### src/rtl/arith_issue_arbiter_if.sv
// Purpose : bundles the reservation-station issue ports, the arith unit request/result
//           wires, pipeline flush and the CDB writeback handshake into one interface.
// Ports   : slave = arbiter view (suffixes _i/_o are from the arbiter's side);
//           master = requesters + arith unit + CDB view.
interface arith_issue_arbiter_if #(
   parameter int NUM_REQ = 4,
   parameter int TAG_W   = 6
);
   // reservation-station issue ports (port k occupies slice k of each packed bus)
   logic [NUM_REQ-1:0]       req_valid_i;
   logic [NUM_REQ-1:0]       req_ready_o;
   logic [NUM_REQ*32-1:0]    req_inst_i;
   logic [NUM_REQ*32-1:0]    req_pc_i;
   logic [NUM_REQ*32-1:0]    req_rs1_i;
   logic [NUM_REQ*32-1:0]    req_rs2_i;
   logic [NUM_REQ*TAG_W-1:0] req_tag_i;
   // shared arith execution unit
   logic                     arith_request_o;
   logic [31:0]              arith_inst_o;
   logic [31:0]              arith_pc_o;
   logic [31:0]              arith_rs1_o;
   logic [31:0]              arith_rs2_o;
   logic [31:0]              arith_result_i;
   // pipeline control and CDB writeback
   logic                     flush_i;
   logic                     wb_valid_o;
   logic                     wb_ready_i;
   logic [TAG_W-1:0]         wb_tag_o;
   logic [31:0]              wb_value_o;

   modport slave (
      input  req_valid_i, req_inst_i, req_pc_i, req_rs1_i, req_rs2_i, req_tag_i,
      input  arith_result_i, flush_i, wb_ready_i,
      output req_ready_o, arith_request_o, arith_inst_o, arith_pc_o, arith_rs1_o,
      output arith_rs2_o, wb_valid_o, wb_tag_o, wb_value_o
   );

   modport master (
      output req_valid_i, req_inst_i, req_pc_i, req_rs1_i, req_rs2_i, req_tag_i,
      output arith_result_i, flush_i, wb_ready_i,
      input  req_ready_o, arith_request_o, arith_inst_o, arith_pc_o, arith_rs1_o,
      input  arith_rs2_o, wb_valid_o, wb_tag_o, wb_value_o
   );
endinterface

### src/rtl/arith_issue_arbiter.sv
// Purpose : round-robin issue arbiter for the shared arith unit plus a 2-entry tagged
//           result buffer toward the CDB. Ports: clk_i, reset_ni, bus (slave modport).
// Latency : grant in cycle N, result sampled in N+1, wb_valid_o from N+2.
// Backpr. : wb_ready_i low stalls the buffer; grants stop once in-flight + buffered
//           results would reach 2, since the arith unit itself cannot stall.
module arith_issue_arbiter #(
   parameter int NUM_REQ = 4,
   parameter int TAG_W   = 6
) (
   input  logic                 clk_i,
   input  logic                 reset_ni,
   arith_issue_arbiter_if.slave bus
);
   localparam int PTR_W = (NUM_REQ > 1) ? $clog2(NUM_REQ) : 1;

   logic [PTR_W-1:0] r_rr_ptr;
   logic             r_inflight_v;
   logic [TAG_W-1:0] r_inflight_tag;
   logic [TAG_W-1:0] r_fifo_tag [2];
   logic [31:0]      r_fifo_val [2];
   logic             r_wr_ptr;
   logic             r_rd_ptr;
   logic [1:0]       r_count;

   logic             w_pop;
   logic             w_push;
   logic [2:0]       w_occ;
   logic             w_issue_ok;
   logic             w_found;
   logic             w_grant;
   logic [PTR_W-1:0] w_scan;
   logic [PTR_W-1:0] w_winner;
   logic [PTR_W-1:0] w_rr_next;
   logic [TAG_W-1:0] w_win_tag;

   assign w_pop  = (r_count != 2'd0) && bus.wb_ready_i;
   // a flush kills the result arriving this cycle
   assign w_push = r_inflight_v && !bus.flush_i;

   // occupancy after this cycle's pop, counting the result still inside the unit;
   // issuing only below 2 means a fixed-latency result always finds a free slot
   assign w_occ      = {1'b0, r_count} + {2'b00, r_inflight_v} - {2'b00, w_pop};
   // gated by reset so every output reads 0 the moment reset asserts
   assign w_issue_ok = reset_ni && !bus.flush_i && (w_occ < 3'd2);

   // first valid port scanning upward from r_rr_ptr with wrap
   always_comb begin
      w_found  = 1'b0;
      w_winner = '0;
      w_scan   = r_rr_ptr;
      for (int i = 0; i < NUM_REQ; i++) begin
         if (!w_found && bus.req_valid_i[w_scan]) begin
            w_found  = 1'b1;
            w_winner = w_scan;
         end
         w_scan = (w_scan == PTR_W'(NUM_REQ - 1)) ? '0 : w_scan + PTR_W'(1);
      end
   end

   assign w_grant   = w_issue_ok && w_found;
   assign w_rr_next = (w_winner == PTR_W'(NUM_REQ - 1)) ? '0 : w_winner + PTR_W'(1);
   assign w_win_tag = bus.req_tag_i[TAG_W*w_winner +: TAG_W];

   always_comb begin
      bus.req_ready_o = '0;
      if (w_grant) begin
         bus.req_ready_o[w_winner] = 1'b1;
      end
   end

   assign bus.arith_request_o = w_grant;
   assign bus.arith_inst_o    = w_grant ? bus.req_inst_i[32*w_winner +: 32] : 32'd0;
   assign bus.arith_pc_o      = w_grant ? bus.req_pc_i[32*w_winner +: 32]   : 32'd0;
   assign bus.arith_rs1_o     = w_grant ? bus.req_rs1_i[32*w_winner +: 32]  : 32'd0;
   assign bus.arith_rs2_o     = w_grant ? bus.req_rs2_i[32*w_winner +: 32]  : 32'd0;

   assign bus.wb_valid_o = (r_count != 2'd0);
   assign bus.wb_tag_o   = bus.wb_valid_o ? r_fifo_tag[r_rd_ptr] : '0;
   assign bus.wb_value_o = bus.wb_valid_o ? r_fifo_val[r_rd_ptr] : 32'd0;

   always_ff @(posedge clk_i or negedge reset_ni) begin
      if (!reset_ni) begin
         r_rr_ptr       <= '0;
         r_inflight_v   <= 1'b0;
         r_inflight_tag <= '0;
         r_fifo_tag[0]  <= '0;
         r_fifo_tag[1]  <= '0;
         r_fifo_val[0]  <= 32'd0;
         r_fifo_val[1]  <= 32'd0;
         r_wr_ptr       <= 1'b0;
         r_rd_ptr       <= 1'b0;
         r_count        <= 2'd0;
      end else begin
         r_inflight_v <= w_grant;
         if (w_grant) begin
            r_rr_ptr       <= w_rr_next;
            r_inflight_tag <= w_win_tag;
         end
         if (bus.flush_i) begin
            // rr pointer survives a flush; buffered results do not
            r_wr_ptr <= 1'b0;
            r_rd_ptr <= 1'b0;
            r_count  <= 2'd0;
         end else begin
            if (w_push) begin
               r_fifo_tag[r_wr_ptr] <= r_inflight_tag;
               r_fifo_val[r_wr_ptr] <= bus.arith_result_i;
               r_wr_ptr             <= ~r_wr_ptr;
            end
            if (w_pop) begin
               r_rd_ptr <= ~r_rd_ptr;
            end
            case ({w_push, w_pop})
               2'b10:   r_count <= r_count + 2'd1;
               2'b01:   r_count <= r_count - 2'd1;
               default: r_count <= r_count;
            endcase
         end
      end
   end

   a_no_overflow: assert property (@(posedge clk_i) disable iff (!reset_ni)
      !(w_push && !w_pop && (r_count == 2'd2)));
endmodule

### src/flat_wrapper.sv
// flat-port wrapper written by rule: the top's interface ports become plain ports
module arith_issue_arbiter_flat 
#(
   parameter int NUM_REQ = 4,
   parameter int TAG_W   = 6
)
  (clk_i, reset_ni, bus_req_valid_i, bus_req_inst_i, bus_req_pc_i, bus_req_rs1_i, bus_req_rs2_i, bus_req_tag_i, bus_arith_result_i, bus_flush_i, bus_wb_ready_i, bus_req_ready_o, bus_arith_request_o, bus_arith_inst_o, bus_arith_pc_o, bus_arith_rs1_o, bus_arith_rs2_o, bus_wb_valid_o, bus_wb_tag_o, bus_wb_value_o);
  arith_issue_arbiter_if #(.NUM_REQ(NUM_REQ), .TAG_W(TAG_W)) bus_i ();
  input  logic clk_i;
  input  logic reset_ni;
  input wire logic [$bits(bus_i.req_valid_i)-1:0] bus_req_valid_i;
  input wire logic [$bits(bus_i.req_inst_i)-1:0] bus_req_inst_i;
  input wire logic [$bits(bus_i.req_pc_i)-1:0] bus_req_pc_i;
  input wire logic [$bits(bus_i.req_rs1_i)-1:0] bus_req_rs1_i;
  input wire logic [$bits(bus_i.req_rs2_i)-1:0] bus_req_rs2_i;
  input wire logic [$bits(bus_i.req_tag_i)-1:0] bus_req_tag_i;
  input wire logic [$bits(bus_i.arith_result_i)-1:0] bus_arith_result_i;
  input wire logic [$bits(bus_i.flush_i)-1:0] bus_flush_i;
  input wire logic [$bits(bus_i.wb_ready_i)-1:0] bus_wb_ready_i;
  output wire logic [$bits(bus_i.req_ready_o)-1:0] bus_req_ready_o;
  output wire logic [$bits(bus_i.arith_request_o)-1:0] bus_arith_request_o;
  output wire logic [$bits(bus_i.arith_inst_o)-1:0] bus_arith_inst_o;
  output wire logic [$bits(bus_i.arith_pc_o)-1:0] bus_arith_pc_o;
  output wire logic [$bits(bus_i.arith_rs1_o)-1:0] bus_arith_rs1_o;
  output wire logic [$bits(bus_i.arith_rs2_o)-1:0] bus_arith_rs2_o;
  output wire logic [$bits(bus_i.wb_valid_o)-1:0] bus_wb_valid_o;
  output wire logic [$bits(bus_i.wb_tag_o)-1:0] bus_wb_tag_o;
  output wire logic [$bits(bus_i.wb_value_o)-1:0] bus_wb_value_o;
  assign bus_i.req_valid_i = bus_req_valid_i;
  assign bus_i.req_inst_i = bus_req_inst_i;
  assign bus_i.req_pc_i = bus_req_pc_i;
  assign bus_i.req_rs1_i = bus_req_rs1_i;
  assign bus_i.req_rs2_i = bus_req_rs2_i;
  assign bus_i.req_tag_i = bus_req_tag_i;
  assign bus_i.arith_result_i = bus_arith_result_i;
  assign bus_i.flush_i = bus_flush_i;
  assign bus_i.wb_ready_i = bus_wb_ready_i;
  assign bus_req_ready_o = bus_i.req_ready_o;
  assign bus_arith_request_o = bus_i.arith_request_o;
  assign bus_arith_inst_o = bus_i.arith_inst_o;
  assign bus_arith_pc_o = bus_i.arith_pc_o;
  assign bus_arith_rs1_o = bus_i.arith_rs1_o;
  assign bus_arith_rs2_o = bus_i.arith_rs2_o;
  assign bus_wb_valid_o = bus_i.wb_valid_o;
  assign bus_wb_tag_o = bus_i.wb_tag_o;
  assign bus_wb_value_o = bus_i.wb_value_o;
  arith_issue_arbiter #(.NUM_REQ(NUM_REQ), .TAG_W(TAG_W)) u_core (.clk_i(clk_i), .reset_ni(reset_ni), .bus(bus_i));
endmodule
### config.mk
export PLATFORM = sky130hd
export DESIGN_NAME = arith_issue_arbiter_flat
export DESIGN_NICKNAME = d
export VERILOG_FILES = /design/src/rtl/arith_issue_arbiter_if.sv /design/src/rtl/arith_issue_arbiter.sv /design/src/flat_wrapper.sv
export SDC_FILE = /design/constraint.sdc
export NUM_CORES = 1
export LEC_CHECK = 0
export CAP_MARGIN = 20
export CORE_AREA = 5 5 291 293
export DETAILED_ROUTE_END_ITERATION = 8
export DIE_AREA = 0 0 296 298
export PLACE_DENSITY = 0.33
export SLEW_MARGIN = 20
export SYNTH_ARGS = -nofsm -noshare
export SYNTH_HDL_FRONTEND = slang
export SYNTH_SLANG_ARGS = --single-unit
### constraint.sdc
create_clock -name clk_i -period 3.2 [get_ports clk_i]
set_clock_uncertainty 0.05 [all_clocks]
set_input_delay 0.32 -clock clk_i [delete_from_list [all_inputs] [get_ports clk_i]]
set_output_delay 0.32 -clock clk_i [all_outputs]
set_load 0.05 [all_outputs]
==> out/metrics.cfg, run 1 <==
[final_layout]
fill_cells = 8503
final_cell_mix = 613 x clkdlybuf4s50_1, 289 x mux2i_1, 150 x buf_12
area.growth.synth_to_final_pct = 153
layout_commonest_cell = clkdlybuf4s50_1
ff_latch_area_sq_mm = 0.00223
multiInputGateArea_sq_mm = 0.00740
fin_util_pct = 27.0
final_net_count = 2271
final_layout_size_suffix_gt1_share_pct = 33.1

[logic_synthesis]
synthesis.instances = 846
synth_edf_count = 0
syn_area_per_cell_sq_um = 10.3
synth_top_cell_area_share_pct = 34.2
ys_async_sr_fraction_pct = 100
synth_top_area_cell = mux2i_1
netlist_area_sq_mm = 0.00869
ys.flop_type = dfrtp_1
ys_ff_latch = 89
synth.area.top_cells = mux2i_1 34%, dfrtp_1 26%, mux2_2 10%, o22ai_1 7.8%, o22ai_2 2.9%
synth_cell_types = 58
yosysSeqAreaShare_pct = 25.6
ys_warn_count = 0
syn-num-nets = 1429

[sta]
post-route-period-util_pct = 115
setup_ws_ps = -488
setup_viol = 133
holdWs_ps = 63.5
rsz0062_at_grt = true
maxSlewViolCount = 0
tightest_slew_ps = 716
max_freq_ghz = 0.271
period_needed_ps = 3690
timing_hold_violations_final = 0
max-slew-margin-rel_pct = 50.9

[power]
p_comb_share_pct = 88.0
netSwitchingPower_w = 0.0125
switching_share_pct = 50.2
power.total_w = 0.0250
power.leakage_nw = 8.64
p_int_w = 0.0125
p_clk_share_pct = 4.1
cellPowerDensity_mw_per_mm2 = 1140
peakVddDrop_mv = 0.500
p_seq_share_pct = 7.8

[die]
initial_core_util_pct = 10.6
die_y_microns = 298
dieArea_sq_mm = 0.0882
rows = 105
dieWidth_microns = 296
io_pins = 748
core_area_sq_mm = 0.0816

[route]
vias = 10500
wl_met1_microns = 29200
drt-vias-per-instance = 3.79
final_antenna_net_count = 0
met2WireLength_microns = 36000
avgRoutedWirePerCell_microns = 25.5
top_layer = met5
firstDrtPassIters = 5
drc_errors = 0
wl_met3_microns = 4560
drt_iter0_drc = 356
wirelength_microns = 70700

[setup_path]
worstSetupStartpoint = u_core.r_count[0]
reg2reg_depth = 16
worstPathMaxFanout = 34
worstSetupEndpoint = bus_arith_inst_o[14]
reg2reg_slack_ps = 170
r2r_start = u_core.r_count[0]
cp-start-kind = flop
path_class = reg2out
end_kind = output pin
cp.required_ps = 2830
r2r-end = u_core.r_inflight_tag[0]
cp.arrival_ps = 3320

[placement]
dp_hpwl_microns = 58300
gp_congestion = 0.908
port-buffer-count = 747

[clock_network]
cts_tree = yes
root_buffer = clkbuf_16
cts.clk_slew.worst_paths_ps = 70
numCtsBuffers = 9
ctsHoldBuffers = 0
htreeDepth = 3
worst_skew_pair.late_latency_ps = 350
cts_sinks = 89
cts_buffer_depth = 2

[global_routing]
grt_pass1_wl_microns = 93500
grt_pass1_vias = 11600
globalRouteOverflowTotal = 0
grt_max_degree = 48
antenna_found_initial = 15
grt_use_total_pct = 14.9

[worst_hold_path]
min_path_type = in2async

[status]
violations = setup timing
status = finished with violations

[run]
max-cap-violations = 0

==> worst max-delay path, cell delays in order, from the launching register on <==
cell	delay, ps
dfrtp_2	420
nor2_4	140
inv_4	50
nand2_4	70
inv_4	40
ha_4	200
nand2b_4	130
fa_2	520
nand4b_1	180
a21oi_4	220
buf_12	140
nand2_8	70
buf_12	190
buf_12	190
o22ai_4	190
buf_12	160
==> synth_stat cells (4+ instances only) <==
library cell,number
mux2_2,78
ha_1,6
buf_4,27
o22ai_1,109
clkbuf_1,10
buf_6,18
inv_1,18
o22ai_2,20
o21ai_0,11
nand2_1,5
nand3_1,6
a21oi_1,10
o22a_1,7
dfrtp_1,89
and2_1,4
buf_1,6
xnor2_1,5
o221ai_1,6
buf_2,20
mux2i_1,297
nor2_1,47
==> layout make-up <==
| cell class | count | area share, % |
|---|---|---|
| multi-input cells | 657 | 33.6 |
| inverters | 19 | 0.347 |
| diodes | 12 | 0.136 |
| well taps | 1070 | 6.08 |
| clock inverters | 6 | 0.222 |
| clock buffers | 10 | 1.09 |
| repair buffers | 912 | 48.4 |
| flip-flops and latches | 89 | 10.1 |
==> metal layers <==
layer	vias to the layer above	GRT usage, %
met5	-	0
met4	2	3.10
met3	33	3.70
met2	417	26.2
met1	5120	18.5
li1	4940	-
==> state kept, by name, summed over array words and instances (netlist names) <==
signal,cells
u_core.r_fifo_val,64
u_core.r_fifo_tag,12
u_core.r_inflight_tag,6
u_core.r_count,2
u_core.r_rr_ptr,2
u_core.r_inflight_v,1
u_core.r_rd_ptr,1
u_core.r_wr_ptr,1
==> per-stage QoR <==
step                setup slack (ps)  cell area [sq um]  TNS, ps  cells
floorplan                       -412               9040   -38040    846
global placement                -774              20000   -76900   2725
detailed placement              -761              20000   -69780   2725
CTS                             -628              21400   -67530   2760
global route                    -677              22000   -77040   2773
finish                          -488              22000   -52080   2775
==> power by group through the flow <==
stage	clock, W	sequential, W	combinational (W)
floorplan	0	0.00188	0.0112
global placement	0	0.00195	0.0198
detailed placement	0	0.00199	0.0197
CTS	0.00109	0.00197	0.0213
global route	0.00113	0.00203	0.0231
finish	0.00104	0.00196	0.0220
==> worst min-delay path by stage <==
stage	slack [ps]	depth (start not counted)	startpoint	to
6_report	60	2	reset_ni	u_core.r_fifo_val[51]
5_1_grt	130	2	reset_ni	u_core.r_fifo_val[33]
4_1_cts	90	2	reset_ni	u_core.r_fifo_val[36]
3_5_place_dp	440	1	u_core.r_fifo_val[32]	u_core.r_fifo_val[32]
3_3_place_gp	440	1	u_core.r_fifo_val[5]	u_core.r_fifo_val[5]
2_1_floorplan	-30	0	reset_ni	u_core.r_count[0]
==> what timing repair did <==
item | 4_1_cts | 5_1_grt
setup endpoints to repair | 133 | 138
cloned | 8 | 8
setup buffers | 12 | 0
gates resized for setup | 139 | 72
pin swaps | 15 | 46
==> logic make-up (layout without fill, tap and decap cells) <==
family	Yosys count	in the layout	synth area share (%)
AOI/OAI and AO/OA	182	182	15.6
adders and majority gates	7	7	1.09
other	0	12	0
buffers and inverters	102	947	7.56
muxes	378	378	44.9
DFF	89	89	25.6
and+or+nand+nor	83	85	4.68
xor gates and xnor gates	5	5	0.504
Power figures use the tool's default switching activity.
==> inputs of run 2 (changes only) <==
--- a/config.mk
+++ b/config.mk
@@ -9,6 +9,8 @@
 export CORE_AREA = 5 5 291 293
 export DETAILED_ROUTE_END_ITERATION = 8
 export DIE_AREA = 0 0 296 298
+export GPL_TIMING_DRIVEN = 0
+export HOLD_SLACK_MARGIN = 0.12
 export PLACE_DENSITY = 0.33
 export SLEW_MARGIN = 20
 export SYNTH_ARGS = -nofsm -noshare
==> run 2 against run 1 <==
  * The flow finishes with violations (hold timing, setup timing)
  * Final cell count down 2.0%
  * Combinational power fell by 5%
  * Sequential power about the same
  * Final area fell by 4.8%
  * Setup slack got worse by 43 ps
  * Power is 4.9% lower
  * Flip-flop and latch count did not move
  * Register-to-register slack better by 70 ps
  * First-iteration DRC count increased by 10%
  * Utilization down 1.3 points
  * Maximum frequency is 1.2% lower
  * Wire length rose by 4.0%
  * Critical path type unchanged
  * Largest cell class unchanged
==> out/metrics.cfg, run 2 (synthesis results as in run 1) <==
[route]
vias = 10400
final_antenna_net_count = 0
wirelength_microns = 73600
firstDrtPassIters = 4
drt-vias-per-instance = 3.83
drt_iter0_drc = 392
drc_errors = 0
avgRoutedWirePerCell_microns = 27.0

[status]
violations = hold timing, setup timing
status = finished with violations

[clock_network]
worst_skew_pair.late_latency_ps = 340
numCtsBuffers = 9
root_buffer = clkbuf_16
cts_sinks = 89
cts.clk_slew.worst_paths_ps = 70
cts_buffer_depth = 2
htreeDepth = 3
cts_tree = yes

[die]
initial_core_util_pct = 10.6
dieArea_sq_mm = 0.0882
dieWidth_microns = 296
rows = 105
core_area_sq_mm = 0.0816
die_y_microns = 298
io_pins = 748

[setup_path]
cp.arrival_ps = 3360
cp.required_ps = 2830
path_class = reg2out
cp-start-kind = flop
worstPathMaxFanout = 9
end_kind = output pin

[placement]
dp_hpwl_microns = 61600
place_area_sq_mm = 0.0179
dpl.cell_count = 2663
gp_congestion = 0.874
port-buffer-count = 746

[sta]
setup_viol = 133
final.setup.tns_ps = -56490
tightest_slew_ps = 754
timing_hold_violations_final = 29
period_needed_ps = 3730
setup_ws_ps = -531
holdWs_ps = -205
rsz0062_at_grt = true
max-slew-margin-rel_pct = 49.7
post-route-period-util_pct = 117
max_freq_ghz = 0.268
maxSlewViolCount = 0

[final_layout]
layout.cells.non_filler = 2720
largest_reg_flops = 64
final_layout_size_suffix_gt1_share_pct = 31.7
fin_area_sq_mm = 0.0210
largest-register = u_core.r_fifo_val
final_net_count = 2220
top_regs = u_core.r_fifo_val: 64 flops, u_core.r_fifo_tag: 12 flops, u_core.r_inflight_tag: 6 flops
layout_commonest_cell = clkdlybuf4s50_1
area.growth.synth_to_final_pct = 141
final_cell_mix = 612 x clkdlybuf4s50_1, 269 x mux2i_1, 101 x o22ai_4
fin_util_pct = 25.7

[power]
power.leakage_nw = 8.17
power.total_w = 0.0238
cellPowerDensity_mw_per_mm2 = 1130
peakVddDrop_mv = 0.470

[global_routing]
grt_use_total_pct = 15.3
antenna_found_initial = 17
grt_max_degree = 62
globalRouteOverflowTotal = 0
grt_pass1_wl_microns = 94300
grt_pass1_vias = 11200

[run]
max-cap-violations = 0

[worst_hold_path]
min_path_type = in2async

-- run 2: changes by cell type in the layout (fill, tap and decap cells not counted), moves of 4 or more --
cell       before  now
buf_12        150   33
buf_2           0    5
clkbuf_1        0    6
mux2i_2         4   15
mux2i_4         5   14
clkbuf_16      15   19
buf_4         122   41
o22ai_1         8    2
diode_2        12    8
buf_6           7   79
mux2i_1       289  269
buf_8           2   62
buf_1           0    4
-- run 2: final cells by class --
cell class / count / area [sq um]
antenna: 8 / 20.0
buffer: 79 / 936
clock buffer: 10 / 239
clock inverter: 6 / 50.0
fill: 8637 / 60600
inverter: 19 / 76.3
multi-input combinational: 655 / 7540
sequential: 89 / 2230
tap: 1070 / 1340
timing repair buffer: 784 / 8540
-- run 2: worst paths after layout --
kind / startpoint / to / slack, ps / depth (start not counted)
min in group clk_i: u_core.r_fifo_val[5] / u_core.r_fifo_val[5] / 450 / 1
max in group asynchronous: reset_ni / u_core.r_count[0] / 2670 / 2
max reg2reg: u_core.r_count[0] / u_core.r_rr_ptr[0] / 240 / 16
min reg2reg: u_core.r_fifo_val[5] / u_core.r_fifo_val[5] / 450 / 1
max: u_core.r_count[0] / bus_arith_rs2_o[19] / -530 / 15
min: reset_ni / u_core.r_fifo_val[32] / -200 / 1
-- run 2: stage by stage --
stage | hold WS (ps) | worst slack [ps]
floorplan | -25.6 | -412
global placement | 436 | -4500
detailed placement | 178 | -1710
CTS | -205 | -588
global route | -200 | -661
finish | -205 | -531
-- run 2: critical path: stages (launching register included) --
cell and delay [ps]:
dfrtp_2 420, nor2_4 150, inv_4 50, nand2_4 70, inv_4 40, ha_4 190, nand2b_4 130, fa_2 510
nand4b_1 190, a21oi_4 200, buf_6 140, nand2_8 80, buf_16 180, buf_12 160, o22ai_4 270, buf_8 200
-- run 2: what timing repair did --
action / 4_1_cts / 5_1_grt
endpoints found under the setup margin: 151 / 151
pin swaps: 22 / 56
hold endpoints to repair: 29 / 29
buffers inserted: 19 / 6
resized for setup: 1068 / 259
cloned: 2 / 10
-- run 2: where the power goes --
| group | switching (W) | internal [W] | total [W] |
|---|---|---|---|
| logic | 0.0119 | 0.00888 | 0.0208 |
| registers | 0.000283 | 0.00166 | 0.00195 |
| clock network | 0.000479 | 0.000558 | 0.00104 |
-- run 2: layer usage --
layer | up-vias | track usage [%] | part of all wire, %
met4 | 8 | 2.99 | 1.4
li1 | 4839 | - | -
met3 | 38 | 3.54 | 6.1
met1 | 5146 | 19.2 | 42
met2 | 388 | 27.0 | 51
met5 | - | 0 | 0.069
==> inputs of run 3 (changes only) <==
--- a/config.mk
+++ b/config.mk
@@ -6,9 +6,9 @@
 export NUM_CORES = 1
 export LEC_CHECK = 0
 export CAP_MARGIN = 20
-export CORE_AREA = 5 5 291 293
+export CORE_AREA = 3 3 289 291
 export DETAILED_ROUTE_END_ITERATION = 8
-export DIE_AREA = 0 0 296 298
+export DIE_AREA = 0 0 292 294
 export GPL_TIMING_DRIVEN = 0
 export HOLD_SLACK_MARGIN = 0.12
 export PLACE_DENSITY = 0.33
==> run 3 against run 2 <==
  * The run still ends with hold timing, setup timing left
  * Count of clock-buffer cells in the layout fell by 1
  * Combinational power hardly changed
  * Sequential power about the same
  * Power rose by 1.2%
  * Critical path type unchanged
  * Highest routed layer unchanged
==> out/metrics.cfg, run 3 (synthesis results as in run 1) <==
[setup_path]
worstSetupEndpoint = bus_arith_rs2_o[16]
critPathMaxStageDelay_ps = 520
path_class = reg2out
reg2reg_slack_ps = 250
reg2reg_depth = 15
crit_slowest_cell = fa_2
r2r-end = u_core.r_rr_ptr[0]
worstSetupStartpoint = u_core.r_count[0]
worstPathMaxFanout = 5
end_kind = output pin
r2r_start = u_core.r_count[0]
cp.required_ps = 2830
worstPathCellList = nor2_4, inv_4, nand2_4, inv_4, ha_4, nand2b_4, fa_2, nand4b_1, a21oi_4, buf_6, nand2_8, buf_16, buf_12, o22ai_4, buf_8
cp-start-kind = flop
cp.arrival_ps = 3460
cpMostUsedCell = inv_4

[sta]
max_freq_ghz = 0.261
timing_hold_violations_final = 34
setup_ws_ps = -626
final.setup.tns_ps = -65330
holdWs_ps = -184
post-route-period-util_pct = 120
maxSlewViolCount = 0
setup_viol = 133
rsz0062_at_grt = true
max-slew-margin-rel_pct = 49.3
tightest_slew_ps = 761
period_needed_ps = 3830

[final_layout]
final_layout_size_suffix_gt1_share_pct = 31.1
top_regs = u_core.r_fifo_val: 64 flops, u_core.r_fifo_tag: 12 flops, u_core.r_inflight_tag: 6 flops
layout_commonest_cell = clkdlybuf4s50_1
largest-register = u_core.r_fifo_val
area.growth.synth_to_final_pct = 142
final_net_count = 2223
fill_cells = 8487
layout.cells.non_filler = 2710
largest_reg_flops = 64
fin_util_pct = 26.0
final_cell_mix = 603 x clkdlybuf4s50_1, 281 x mux2i_1, 102 x o22ai_4

[route]
avgRoutedWirePerCell_microns = 26.8
final_antenna_net_count = 0
drt-vias-per-instance = 3.76
drc_errors = 0
firstDrtPassIters = 4
wirelength_microns = 72600
drt_iter0_drc = 289
vias = 10200

[placement]
gp_congestion = 0.882
dp_hpwl_microns = 60400
port-buffer-count = 746
dpl.cell_count = 2653
place_ws_ps = -1600

[power]
p_comb_share_pct = 86.6
power.leakage_nw = 8.42
peakVddDrop_mv = 0.465
p_int_w = 0.0112
netSwitchingPower_w = 0.0128
p_seq_share_pct = 8.1
switching_share_pct = 53.3
cellPowerDensity_mw_per_mm2 = 1140
p_clk_share_pct = 5.3

[global_routing]
grt_use_total_pct = 16.0
grt_pass1_vias = 11300
antenna_found_initial = 16
grt_pass1_wl_microns = 95500
grt_max_degree = 57
globalRouteOverflowTotal = 0

[die]
rows = 104
core_area_sq_mm = 0.0808
dieArea_sq_mm = 0.0858
dieWidth_microns = 292
initial_core_util_pct = 10.8
io_pins = 748
die_y_microns = 294

[clock_network]
numCtsBuffers = 9
worst_skew_pair.late_latency_ps = 350
htreeDepth = 3
cts_buffer_depth = 2
cts_tree = yes
cts.clk_slew.worst_paths_ps = 70
root_buffer = clkbuf_16
cts_sinks = 89

[status]
violations = hold timing, setup timing
status = finished with violations

[run]
max-cap-violations = 0

[worst_hold_path]
min_path_type = in2async

-- run 3: cell count changes in the layout (fill, tap and decap cells not counted), moves of 3 or more --
cell             change
buf_16               +9
buf_4                -3
bufinv_16            +3
clkbuf_16            -7
clkdlybuf4s50_1      -9
diode_2              -3
dlymetal6s2s_1       +9
mux2i_1             +12
mux2i_2              -9
mux2i_4              -3
-- run 3: per-stage QoR --
step	hold slack (ps)	cell area, sq um	power, W
final	-184	21000	0.0241
after global routing	-176	21000	0.0253
after CTS	-193	20600	0.0239
after detailed placement	199	17900	0.0191
after global placement	436	17800	0.0191
after floorplan	-25.6	9040	0.0131
-- run 3: power groups by stage --
stage / Clock, W / Sequential, W / Combinational, W
4_1_cts: 0.00133 / 0.00196 / 0.0206
6_report: 0.00127 / 0.00195 / 0.0208
2_1_floorplan: 0 / 0.00188 / 0.0112
3_5_place_dp: 0 / 0.00198 / 0.0171
3_3_place_gp: 0 / 0.00195 / 0.0171
5_1_grt: 0.00136 / 0.00203 / 0.0219
-- run 3: routing by layer --
metal  track usage, %  vias up  routed length, microns
met1             19.4     4904                   29500
li1                 -     4832                       -
met2             28.3      389                   36700
met3             4.18       56                    4920
met5                0        -                      32
met4             3.57        8                    1520
-- run 3: worst min path at each step --
| stage | to | startpoint | slack, ps | cells after the start |
|---|---|---|---|---|
| global placement | u_core.r_fifo_tag[0] | u_core.r_fifo_tag[0] | 440 | 1 |
| detailed placement | u_core.r_fifo_val[56] | reset_ni | 200 | 1 |
| global route | u_core.r_fifo_val[25] | reset_ni | -180 | 1 |
| CTS | u_core.r_fifo_val[40] | reset_ni | -190 | 1 |
| floorplan | u_core.r_count[0] | reset_ni | -30 | 0 |
| finish | u_core.r_fifo_val[56] | reset_ni | -180 | 1 |
-- run 3: area by class of cell --
| cell class | instances | area [sq um] | share of cell area (%) |
|---|---|---|---|
| Timing Repair Buffer | 786 | 8630 | 41.0 |
| Multi-Input combinational cell | 655 | 7460 | 35.5 |
| Sequential cell | 89 | 2230 | 10.6 |
| Tap cell | 1060 | 1330 | 6.31 |
| Buffer | 80 | 943 | 4.49 |
| Clock buffer | 9 | 225 | 1.07 |
| Clock inverter | 7 | 126 | 0.601 |
| Inverter | 19 | 76.3 | 0.363 |
| Antenna cell | 5 | 12.5 | 0.0595 |
-- run 3: critical path: cells and delay by family, from the launching register on --
family | cells | cell delay (ps)
buf+inv | 6 | 780
fa+ha+maj | 2 | 720
simple gates | 5 | 620
compound gates | 2 | 540
flops | 1 | 420
-- run 3: repair_timing --
| item | 4_1_cts | 5_1_grt |
|---|---|---|
| endpoints found under the hold margin | 34 | 34 |
| setup endpoints to repair | 155 | 162 |
| buffers inserted | 19 | 7 |
| cloned | 12 | 3 |
| resized for setup | 1247 | 97 |
| pin swaps | 53 | 27 |
